===== config.mk =====
export PLATFORM = sky130hd
export DESIGN_NAME = rr_arbiter
export DESIGN_NICKNAME = d
export VERILOG_FILES = /design/src/rtl/arb_pkg.sv /design/src/rtl/ps8.sv /design/src/rtl/rr_arbiter.sv
export SDC_FILE = /design/constraint.sdc
export NUM_CORES = 1
export LEC_CHECK = 0
export CORE_MARGIN = 8
export CORE_UTILIZATION = 55
export DETAILED_ROUTE_END_ITERATION = 16
export PLACE_DENSITY = 0.81
export SETUP_SLACK_MARGIN = 0.3
export SLEW_MARGIN = 20
export SYNTH_ARGS = -nofsm -noshare
export SYNTH_HDL_FRONTEND = slang
export SYNTH_SLANG_ARGS = --single-unit

===== constraint.sdc =====
create_clock -name clk_i -period 10.05 [get_ports clk_i]
set_input_delay 2.01 -clock clk_i [delete_from_list [all_inputs] [get_ports clk_i]]
set_output_delay 2.01 -clock clk_i [all_outputs]
set_load 0.02 [all_outputs]

===== src/rtl/arb_pkg.sv =====
// Shared types and constants for the round-robin arbiter.
package arb_pkg;

  typedef enum logic {
    IDLE  = 1'b0,
    GRANT = 1'b1
  } arb_state_t;

  localparam int ARB_HOLD_W = 8;

endpackage


===== src/rtl/ps8.sv =====
// 8-input priority selector: highest-index set request wins, output one-hot.
module ps8 (
  input  logic       en_i,
  input  logic [7:0] req_i,
  output logic [7:0] gnt_o
);

  // higher[k] is set when any request above bit k is present
  logic [7:0] higher;

  assign higher[7] = 1'b0;

  for (genvar gi = 0; gi < 8; gi++) begin : g_sel
    if (gi < 7) begin : g_chain
      assign higher[gi] = higher[gi+1] | req_i[gi+1];
    end
    assign gnt_o[gi] = en_i & req_i[gi] & ~higher[gi];
  end

endmodule


===== src/rtl/rr_arbiter.sv =====
// Round-robin arbiter with bounded tenure, explicit release and one bubble
// cycle between consecutive grants.
module rr_arbiter
  import arb_pkg::*;
#(
  parameter int N        = 8,
  parameter int MAX_HOLD = 16
) (
  input  logic                 clk_i,
  input  logic                 rst_i,
  input  logic                 en_i,
  input  logic [N-1:0]         req_i,
  input  logic [N-1:0]         done_i,
  output logic [N-1:0]         gnt_o,
  output logic [$clog2(N)-1:0] gnt_idx_o,
  output logic                 busy_o
);

  localparam int IW = $clog2(N);
  localparam logic [IW-1:0]         PTR_MAX   = IW'(N - 1);
  localparam logic [ARB_HOLD_W-1:0] HOLD_LAST = ARB_HOLD_W'(MAX_HOLD - 1);

  arb_state_t            state_q, state_d;
  logic [N-1:0]          gnt_q, gnt_d;
  logic [IW-1:0]         ptr_q, ptr_d;
  logic [ARB_HOLD_W-1:0] hold_q, hold_d;
  logic                  rdy_q;

  logic [IW-1:0] shift;
  logic [N-1:0]  rot_req;
  logic [N-1:0]  win;
  logic [IW-1:0] win_idx;
  logic [7:0]    ps_req;
  logic [7:0]    ps_gnt;
  logic          hold_ok;

  // Rotate so that bit ptr lands on the selector's top-priority input.
  assign shift = PTR_MAX - ptr_q;

  for (genvar gi = 0; gi < N; gi++) begin : g_rot
    assign rot_req[gi] = req_i[IW'(gi) - shift];
    assign win[gi]     = ps_gnt[IW'(gi) + shift];
  end

  assign ps_req = 8'(rot_req);

  ps8 u_ps8 (
    .en_i  (1'b1),
    .req_i (ps_req),
    .gnt_o (ps_gnt)
  );

  if (N < 8) begin : g_unused
    logic unused_ps_gnt;
    assign unused_ps_gnt = |ps_gnt[7:N];
  end

  always_comb begin
    win_idx = '0;
    for (int k = 0; k < N; k++) begin
      if (win[k]) win_idx = win_idx | IW'(k);
    end
  end

  always_comb begin
    gnt_idx_o = '0;
    for (int k = 0; k < N; k++) begin
      if (gnt_q[k]) gnt_idx_o = gnt_idx_o | IW'(k);
    end
  end

  assign hold_ok = (|(gnt_q & req_i)) && !(|(gnt_q & done_i)) && en_i
                   && (hold_q < HOLD_LAST);

  always_comb begin
    state_d = state_q;
    gnt_d   = gnt_q;
    ptr_d   = ptr_q;
    hold_d  = hold_q;
    unique case (state_q)
      IDLE: begin
        gnt_d = '0;
        // rdy_q keeps the first edge after reset free of grants
        if (rdy_q && en_i && (|req_i)) begin
          state_d = GRANT;
          gnt_d   = win;
          ptr_d   = win_idx - IW'(1);
          hold_d  = '0;
        end
      end
      GRANT: begin
        if (hold_q < HOLD_LAST) hold_d = hold_q + ARB_HOLD_W'(1);
        if (!hold_ok) begin
          state_d = IDLE;
          gnt_d   = '0;
        end
      end
      default: begin
        state_d = IDLE;
        gnt_d   = '0;
      end
    endcase
  end

  always_ff @(posedge clk_i or posedge rst_i) begin
    if (rst_i) begin
      state_q <= IDLE;
      gnt_q   <= '0;
      ptr_q   <= PTR_MAX;
      hold_q  <= '0;
      rdy_q   <= 1'b0;
    end else begin
      state_q <= state_d;
      gnt_q   <= gnt_d;
      ptr_q   <= ptr_d;
      hold_q  <= hold_d;
      rdy_q   <= 1'b1;
    end
  end

  assign gnt_o  = gnt_q;
  assign busy_o = (state_q == GRANT);

endmodule


==> results of run 1 <==
final timing paths:
check,from,endpoint,cells past startpoint
max,req_i[2],ptr_q[2],10
min,hold_q[4],hold_q[4],1
max reg2reg,ptr_q[0],ptr_q[2],11
min reg2reg,hold_q[4],hold_q[4],1
max in group asynchronous,rst_i,gnt_o[3],2
min in group asynchronous,rst_i,hold_q[5],2
where the power goes:
part | total, mW | leakage (nW) | internal, mW | switching, mW
combinational | 0.505 | 0.630 | 0.238 | 0.266
sequential | 0.162 | 0.276 | 0.107 | 0.0559
clock | 0.0407 | 0.0177 | 0.0149 | 0.0258
kinds of logic (layout without fill, tap and decap cells):
| group | Yosys count | in the layout | synth area share, % |
|---|---|---|---|
| flip-flops | 21 | 21 | 26.42 |
| XOR/XNOR | 5 | 5 | 2.186 |
| multiplexers | 34 | 34 | 26.48 |
| AO/OA/AOI/OAI | 49 | 49 | 16.37 |
| other | 1 | 1 | 0.1872 |
| buffers and inverters | 21 | 38 | 6.183 |
| adder cells (fa/ha/maj) | 4 | 4 | 2.499 |
| AND/OR/NAND/NOR | 75 | 75 | 19.68 |
layout make-up:
type | count | area [sq um]
Multi-Input combinational cell | 168 | 1350
Fill cell | 299 | 1296
Sequential cell | 21 | 529.3
Timing Repair Buffer | 30 | 300.3
Tap cell | 48 | 60.06
Clock buffer | 3 | 22.52
Inverter | 4 | 15.01
Clock inverter | 1 | 5.005
registers in the layout, summed over array words and instances, names as in the netlist:
register,cells
gnt_o,8
hold_q,8
ptr_q,3
busy_o,1
rdy_q,1
through the flow:
stage               util, %  setup WS, ps
finish                63.78          5261
floorplan                 -          5732
global route          63.78          5033
global placement      63.01          5083
detailed placement    63.01          4971
CTS                   63.78          5300
cells in the mapped netlist, types with 2 or more instances:
cell type	count	area [sq um]
buf_4	2	15.01
nor2_1	16	60.06
o21ai_0	20	100.1
nor4_1	3	18.77
a22oi_1	4	30.03
mux2_2	6	67.56
or4_1	3	22.52
nand4_1	8	50.05
clkbuf_1	3	11.26
nand3_1	5	25.02
or4b_1	2	20.02
xor2_1	4	35.03
o31ai_1	4	30.03
mux4_2	12	270.3
buf_2	5	25.02
nand2_1	23	86.33
dfstp_2	3	78.83
inv_1	4	15.01
a21oi_1	4	20.02
dfrtp_1	18	450.4
mux2i_1	14	140.1
mux4_1	2	52.55
ha_1	4	50.05
and2_1	8	50.05
a22o_1	7	61.31
buf_6	4	45.04
buf_1	2	7.510
critical path: stages:
cell and delay, ps:
clkdlybuf4s50_1 700, mux2i_1 160, mux4_1 550, a32o_1 330, or3_4 450, o21ai_0 230, nor4_1 80, ha_1 200
a311o_1 270, nand3_1 80
routing by layer:
layer / vias to the layer above / track usage [%]
li1: 841 / -
met1: 862 / 23.07
met2: 100 / 28.53
met3: 7 / 2.830
met4: 0 / 4.615
met5: - / 0
==> results.toml, run 1 <==
[timing]
fin_crit_sh_pct = 47.65
maxSlewHeadroom_pct = 46.43
fmax_ghz = 0.2088
clock_skew_ps = 9.163
hold_ws_ps = 490.5
tightest_slew_ps = 798.1
fin_crit_ps = 4789
final_max_slew_viol_count = 0
final-setup-viol-count = 0
fin_setup_tns_ps = 0
grt_setup_unrepaired = "false"
hold_violations = 0

[synth]
synth_async_sr_flop_share_pct = 100.0
yosysSeqAreaShare_pct = 26.42
synth_fp_nets = 233
yosysWarnings = 0
ys_ff_latch = 21
synth_edf_count = 0
synthFlopType = "dfrtp_1"
ys_types = 47
syn_area_per_cell_sq_um = 9.539
syn_area_sq_um = 2003
synthCells = 210

[detailed_routing]
firstDrtPassIters = 5
met1_length_um = 2226
wl_met2_um = 2433
antenna_left = 0
num_vias = 1810
wl_um = 5115
drt-initial-drc-count = 141
wl_per_cell_um = 18.60
met3_length_um = 397
top_layer = "met4"
route.detailed.drc = 0
via_per_inst = 6.582

[worst_setup_path]
path_class = "primary input to flip-flop"
crit_path_max_fanout = 10
worstSetupEndpointType = "flip-flop"
start_kind = "primary input"
required_ps = 10310
r2r_setup_slack_ps = 5680
crit_arrival_ps = 5050

[flow_run]
maxCapViolCount = 0

[floorplanning]
ioPinCount = 31
coreArea_sq_um = 3578
die_w_um = 76.35
start_util_pct = 55.98
die_h_um = 76.35
rows = 22
dieArea_sq_um = 5829

[clock_network]
cts_max_level = 1
postCtsSetupRepairBufs = 0
cts_made_buffers = 3
clock_sinks = 21
cts_tree = "done"
clk_pin_slew_worst_paths_ps = 120
clockRootBuffer = "clkbuf_4"
cts_hold_buffers = 0
clockBufferDepth = 2
cts_resized = 0
insertion_delay_ps = 310

[power_and_ir_drop]
irDropWorstVdd_mv = 0.1452
power.leakage_nw = 0.9236
power.total_mw = 0.7080
powerDensity_nw_per_um2 = 310.2

[final_layout]
final_area_sq_um = 2282
final_nets = 251
final_cell_mix = "30 x clkdlybuf4s50_1, 23 x nand2_1, 20 x o21ai_0"
synthToLayoutAreaGrowth_pct = 13.93
antenna_cells = 0
drive_gt1_share_pct = 11.89
fin_cells = 275
mostFrequentLayoutCell = "clkdlybuf4s50_1"

[global_routing]
grt_pass1_wl_um = 8500
antenna_found_initial = 0
grt_pass1_vias = 1668
grt_usage_pct = 17.40
grt_max_degree = 25
grt-ovfl-total = 0

[place]
numPortBuffers = 30
dp_hpwl_um = 3827
place_congestion = 0.8984
place_inst = 271
placed_area_sq_um = 2255

[status]
status = "finished clean"

[worst_hold_path]
holdCritPathClass = "flip-flop to flip-flop"
Power figures use the tool's default switching activity.
==> run 2: changes to the inputs <==
CORE_UTILIZATION = 54   (was 55)
PLACE_DENSITY = 0.8   (was 0.81)
clock period = 4.9 ns   (was 10.05 ns; I/O delays follow)
==> results.toml, run 2 (same netlist as run 1, synthesis figures left out) <==
[status]
status = "finished clean"

[clock_network]
cts_tree = "done"
insertion_delay_ps = 260
clockBufferDepth = 2
cts_resized = 0
clk_pin_slew_worst_paths_ps = 80
cts_made_buffers = 3
clock_sinks = 21
cts_max_level = 1
clockRootBuffer = "clkbuf_8"
postCtsSetupRepairBufs = 0
cts_hold_buffers = 0

[timing]
fmax_ghz = 0.2394
final-setup-viol-count = 0
hold_violations = 0
fin_crit_ps = 4177
final_max_slew_viol_count = 0
grt_setup_unrepaired = "false"
fin_crit_sh_pct = 85.25
fin_setup_tns_ps = 0
maxSlewHeadroom_pct = 43.43
clock_skew_ps = 2.662
tightest_slew_ps = 842.8

[power_and_ir_drop]
power.leakage_nw = 0.9337
powerDensity_nw_per_um2 = 637.7
irDropWorstVdd_mv = 0.2548

[global_routing]
grt_pass1_vias = 1681
grt_usage_pct = 17.36
grt-ovfl-total = 0
antenna_found_initial = 0
grt_pass1_wl_um = 8631
grt_max_degree = 25

[floorplanning]
dieArea_sq_um = 5914
coreArea_sq_um = 3606
ioPinCount = 31
die_w_um = 76.91
start_util_pct = 55.55
die_h_um = 76.91
rows = 22

[final_layout]
final_core_util_pct = 63.98
final_cell_mix = "30 x clkdlybuf4s50_1, 23 x nand2_1, 20 x o21ai_0"
drive_gt1_share_pct = 11.84
antenna_cells = 0
final_nets = 252
fill_cells = 295
synthToLayoutAreaGrowth_pct = 15.18
mostFrequentLayoutCell = "clkdlybuf4s50_1"

[detailed_routing]
wl_per_cell_um = 18.64
drt-initial-drc-count = 235
num_vias = 1815
route.detailed.drc = 0
firstDrtPassIters = 4
via_per_inst = 6.576
wl_um = 5145
antenna_left = 0

[worst_setup_path]
path_class = "flip-flop to flip-flop"
crit_path_max_fanout = 18
worstSetupEndpointType = "flip-flop"
regToRegEndpoint = "ptr_q[2]"
critPathCapture = "ptr_q[2]"
r2r-start = "ptr_q[0]"
r2r_setup_slack_ps = 720
start_kind = "flip-flop"
rr_worst_depth = 11
crit_arrival_ps = 4380
required_ps = 5100
startpoint = "ptr_q[0]"

[place]
dp_hpwl_um = 3737
numPortBuffers = 30
place_congestion = 0.9068

[flow_run]
maxCapViolCount = 0

[worst_hold_path]
hp-start = "hold_q[5]"
holdCritPathClass = "flip-flop to flip-flop"
## run 2: critical path, cell delays in order (launching register included)
cell and delay [ps]:
dfstp_2 720, inv_1 280, ha_1 770, mux2i_1 190, mux4_2 480, a32o_1 370, or3_4 450, o21ai_0 220
nor4_1 70, ha_1 200, a311o_1 260, nand3_1 80
## run 2: how the worst min path moves through the flow
stage / cells after the start / slack, ps / end
after floorplan: 1 / 440 / hold_q[4]
after global placement: 1 / 460 / hold_q[4]
after detailed placement: 1 / 460 / hold_q[4]
after CTS: 1 / 490 / hold_q[4]
after global routing: 1 / 500 / hold_q[6]
final: 1 / 490 / hold_q[5]
## run 2: stage by stage
stage	hold WS (ps)	power [mW]	setup slack [ps]	instances	cell area (sq um)
2_1_floorplan	444.7	1.153	1324	210	2003
3_3_place_gp	460.6	1.320	866.2	272	2262
3_5_place_dp	462.9	1.338	745.1	272	2262
4_1_cts	486.5	1.457	721.1	276	2307
5_1_grt	504.3	1.589	380.1	276	2307
6_report	486.9	1.471	722.6	276	2307
## run 2: per-layer routing
layer	GRT usage [%]	part of all wire, %	up-vias
li1	-	-	852
met1	23.24	44	880
met2	27.87	47	79
met4	2.885	0.86	0
met5	0	0	-
met3	4.196	7.7	4
## run 2: area by class of cell
cell class | count | area (sq um) | share of cell area [%]
multi-input cells | 168 | 1350 | 58.51
flip-flops and latches | 21 | 529.3 | 22.94
repair buffers | 31 | 307.8 | 13.34
well taps | 48 | 60.06 | 2.603
clock buffers | 4 | 45.04 | 1.952
inverters | 4 | 15.01 | 0.6508
## run 2: where the power goes
group          leakage (nW)  switching [mW]  internal, mW  total [mW]
Combinational         0.635           0.561         0.495        1.06
Clock                0.0228          0.0576        0.0580       0.116
Sequential            0.276          0.0826         0.218       0.300
Total                 0.934           0.701         0.771        1.47
==> run 3: changes to the inputs <==
CORE_UTILIZATION = 23   (was 54)
PLACE_DENSITY = unset   (was 0.8)
==> results.toml, run 3 (same netlist as run 1, synthesis figures left out) <==
[detailed_routing]
firstDrtPassIters = 4
antenna_left = 0
wl_um = 5406
drt-initial-drc-count = 94
num_vias = 1767
route.detailed.drc = 0
wl_per_cell_um = 16.09
via_per_inst = 5.259

[worst_setup_path]
path_class = "flip-flop to flip-flop"
required_ps = 5100
crit_arrival_ps = 4440
worstSetupEndpointType = "flip-flop"
crit_path_max_fanout = 18
r2r-start = "ptr_q[0]"
startpoint = "ptr_q[0]"
start_kind = "flip-flop"

[floorplanning]
coreArea_sq_um = 8593
rows = 34
start_util_pct = 23.31
dieArea_sq_um = 11950
ioPinCount = 31
die_w_um = 109.3
die_h_um = 109.3

[final_layout]
multiInputGateArea_sq_um = 1350
drive_gt1_share_pct = 12.28
fin_cells = 336
synthToLayoutAreaGrowth_pct = 18.99
final_cell_mix = "30 x clkdlybuf4s50_1, 23 x nand2_1, 20 x o21ai_0"
regArea_sq_um = 529.3
mostFrequentLayoutCell = "clkdlybuf4s50_1"
fill_cells = 913
antenna_cells = 0
final_core_util_pct = 27.74
final_nets = 252

[clock_network]
cts_hold_buffers = 0
clockBufferDepth = 2
clockRootBuffer = "clkbuf_8"
clock_sinks = 21
cts_made_buffers = 3
cts_max_level = 1
clk_pin_slew_worst_paths_ps = 70
cts_resized = 0
insertion_delay_ps = 250
postCtsSetupRepairBufs = 0
cts_tree = "done"

[timing]
fmax_ghz = 0.2356
fin_crit_ps = 4245
hold_violations = 0
final-setup-viol-count = 0
fin_setup_tns_ps = 0
tightest_slew_ps = 773.7
fin_crit_sh_pct = 86.63
grt_setup_unrepaired = "false"
clock_skew_ps = 1.471
maxSlewHeadroom_pct = 48.36
final_max_slew_viol_count = 0

[power_and_ir_drop]
intPower_mw = 0.7661
switching_share_pct = 47.42
clkPwrFrac_pct = 7.6
p_switching_mw = 0.6908
powerDensity_nw_per_um2 = 611.2
irDropWorstVdd_mv = 0.1462
power.leakage_nw = 0.9364
pwr-share-seq_pct = 20.7
combinationalPowerShare_pct = 71.7

[place]
place_congestion = 0.8263
place_inst = 332
numPortBuffers = 30
dp_hpwl_um = 4078

[status]
status = "finished clean"

[global_routing]
grt_usage_pct = 9.118
grt_pass1_vias = 1805
grt_pass1_wl_um = 8942
antenna_found_initial = 0
grt_max_degree = 25
grt-ovfl-total = 0

[flow_run]
maxCapViolCount = 0

[worst_hold_path]
hp-start = "hold_q[6]"
holdCritPathClass = "flip-flop to flip-flop"
==> run 3: cell count changes in the layout (fill, tap and decap cells not counted), sizes merged <==
| cell | change |
|---|---|
| clkbuf | -1 |
| clkinv | +1 |
==> run 3: worst max-delay path, cell delays in order (launching register included) <==
cell and delay [ps]:
dfstp_2 740, inv_1 300, ha_1 780, mux2i_1 190, mux4_2 500, a32o_1 370
or3_4 440, o21ai_0 240, nor4_1 80, ha_1 190, a311o_1 270, nand3_1 80
==> run 3: worst paths after layout <==
path | end | slack [ps] | cells after the start
worst min-delay path | hold_q[6] | 480 | 1
min in group asynchronous | hold_q[1] | 1160 | 2
worst min register to register | hold_q[6] | 480 | 1
max in group asynchronous | gnt_o[1] | 3260 | 2
worst max register to register | ptr_q[2] | 660 | 11
worst max-delay path | ptr_q[2] | 660 | 11
==> run 3: routing by layer <==
metal  global-route usage (%)  vias up  routed length [um]  part of all wire (%)
li1                         -      849                   -                     -
met1                    11.98      855                2487                    46
met2                    14.90       55                2559                    47
met3                   0.8206        8                 263                   4.9
met4                    4.050        0                  95                   1.8
met5                        0        -                   0                     0
==> run 3: cell type report <==
| type | count | share of cell area (%) |
|---|---|---|
| Clock inverter | 1 | 0.2100 |
| Clock buffer | 3 | 1.732 |
| Tap cell | 108 | 5.669 |
| Timing Repair Buffer | 31 | 12.91 |
| Inverter | 4 | 0.6299 |
| Sequential cell | 21 | 22.20 |
| Multi-Input combinational cell | 168 | 56.64 |
==> run 3: power by group through the flow <==
| stage | registers, mW | logic [mW] | clock network, mW |
|---|---|---|---|
| after floorplan | 0.262 | 0.891 | 0 |
| after CTS | 0.303 | 1.05 | 0.115 |
| final | 0.302 | 1.04 | 0.110 |
| after global placement | 0.304 | 1.03 | 0 |
| after detailed placement | 0.307 | 1.04 | 0 |
| after global routing | 0.314 | 1.16 | 0.120 |
==> run 3: through the flow <==
step | hold WS [ps] | setup slack (ps) | total power [mW] | area, sq um
2_1_floorplan | 444.7 | 1324 | 1.153 | 2003
3_3_place_gp | 462.2 | 821.0 | 1.338 | 2337
3_5_place_dp | 465.6 | 675.5 | 1.351 | 2337
4_1_cts | 489.2 | 658.4 | 1.464 | 2384
5_1_grt | 500.9 | 355.4 | 1.592 | 2384
6_report | 483.0 | 655.2 | 1.457 | 2384
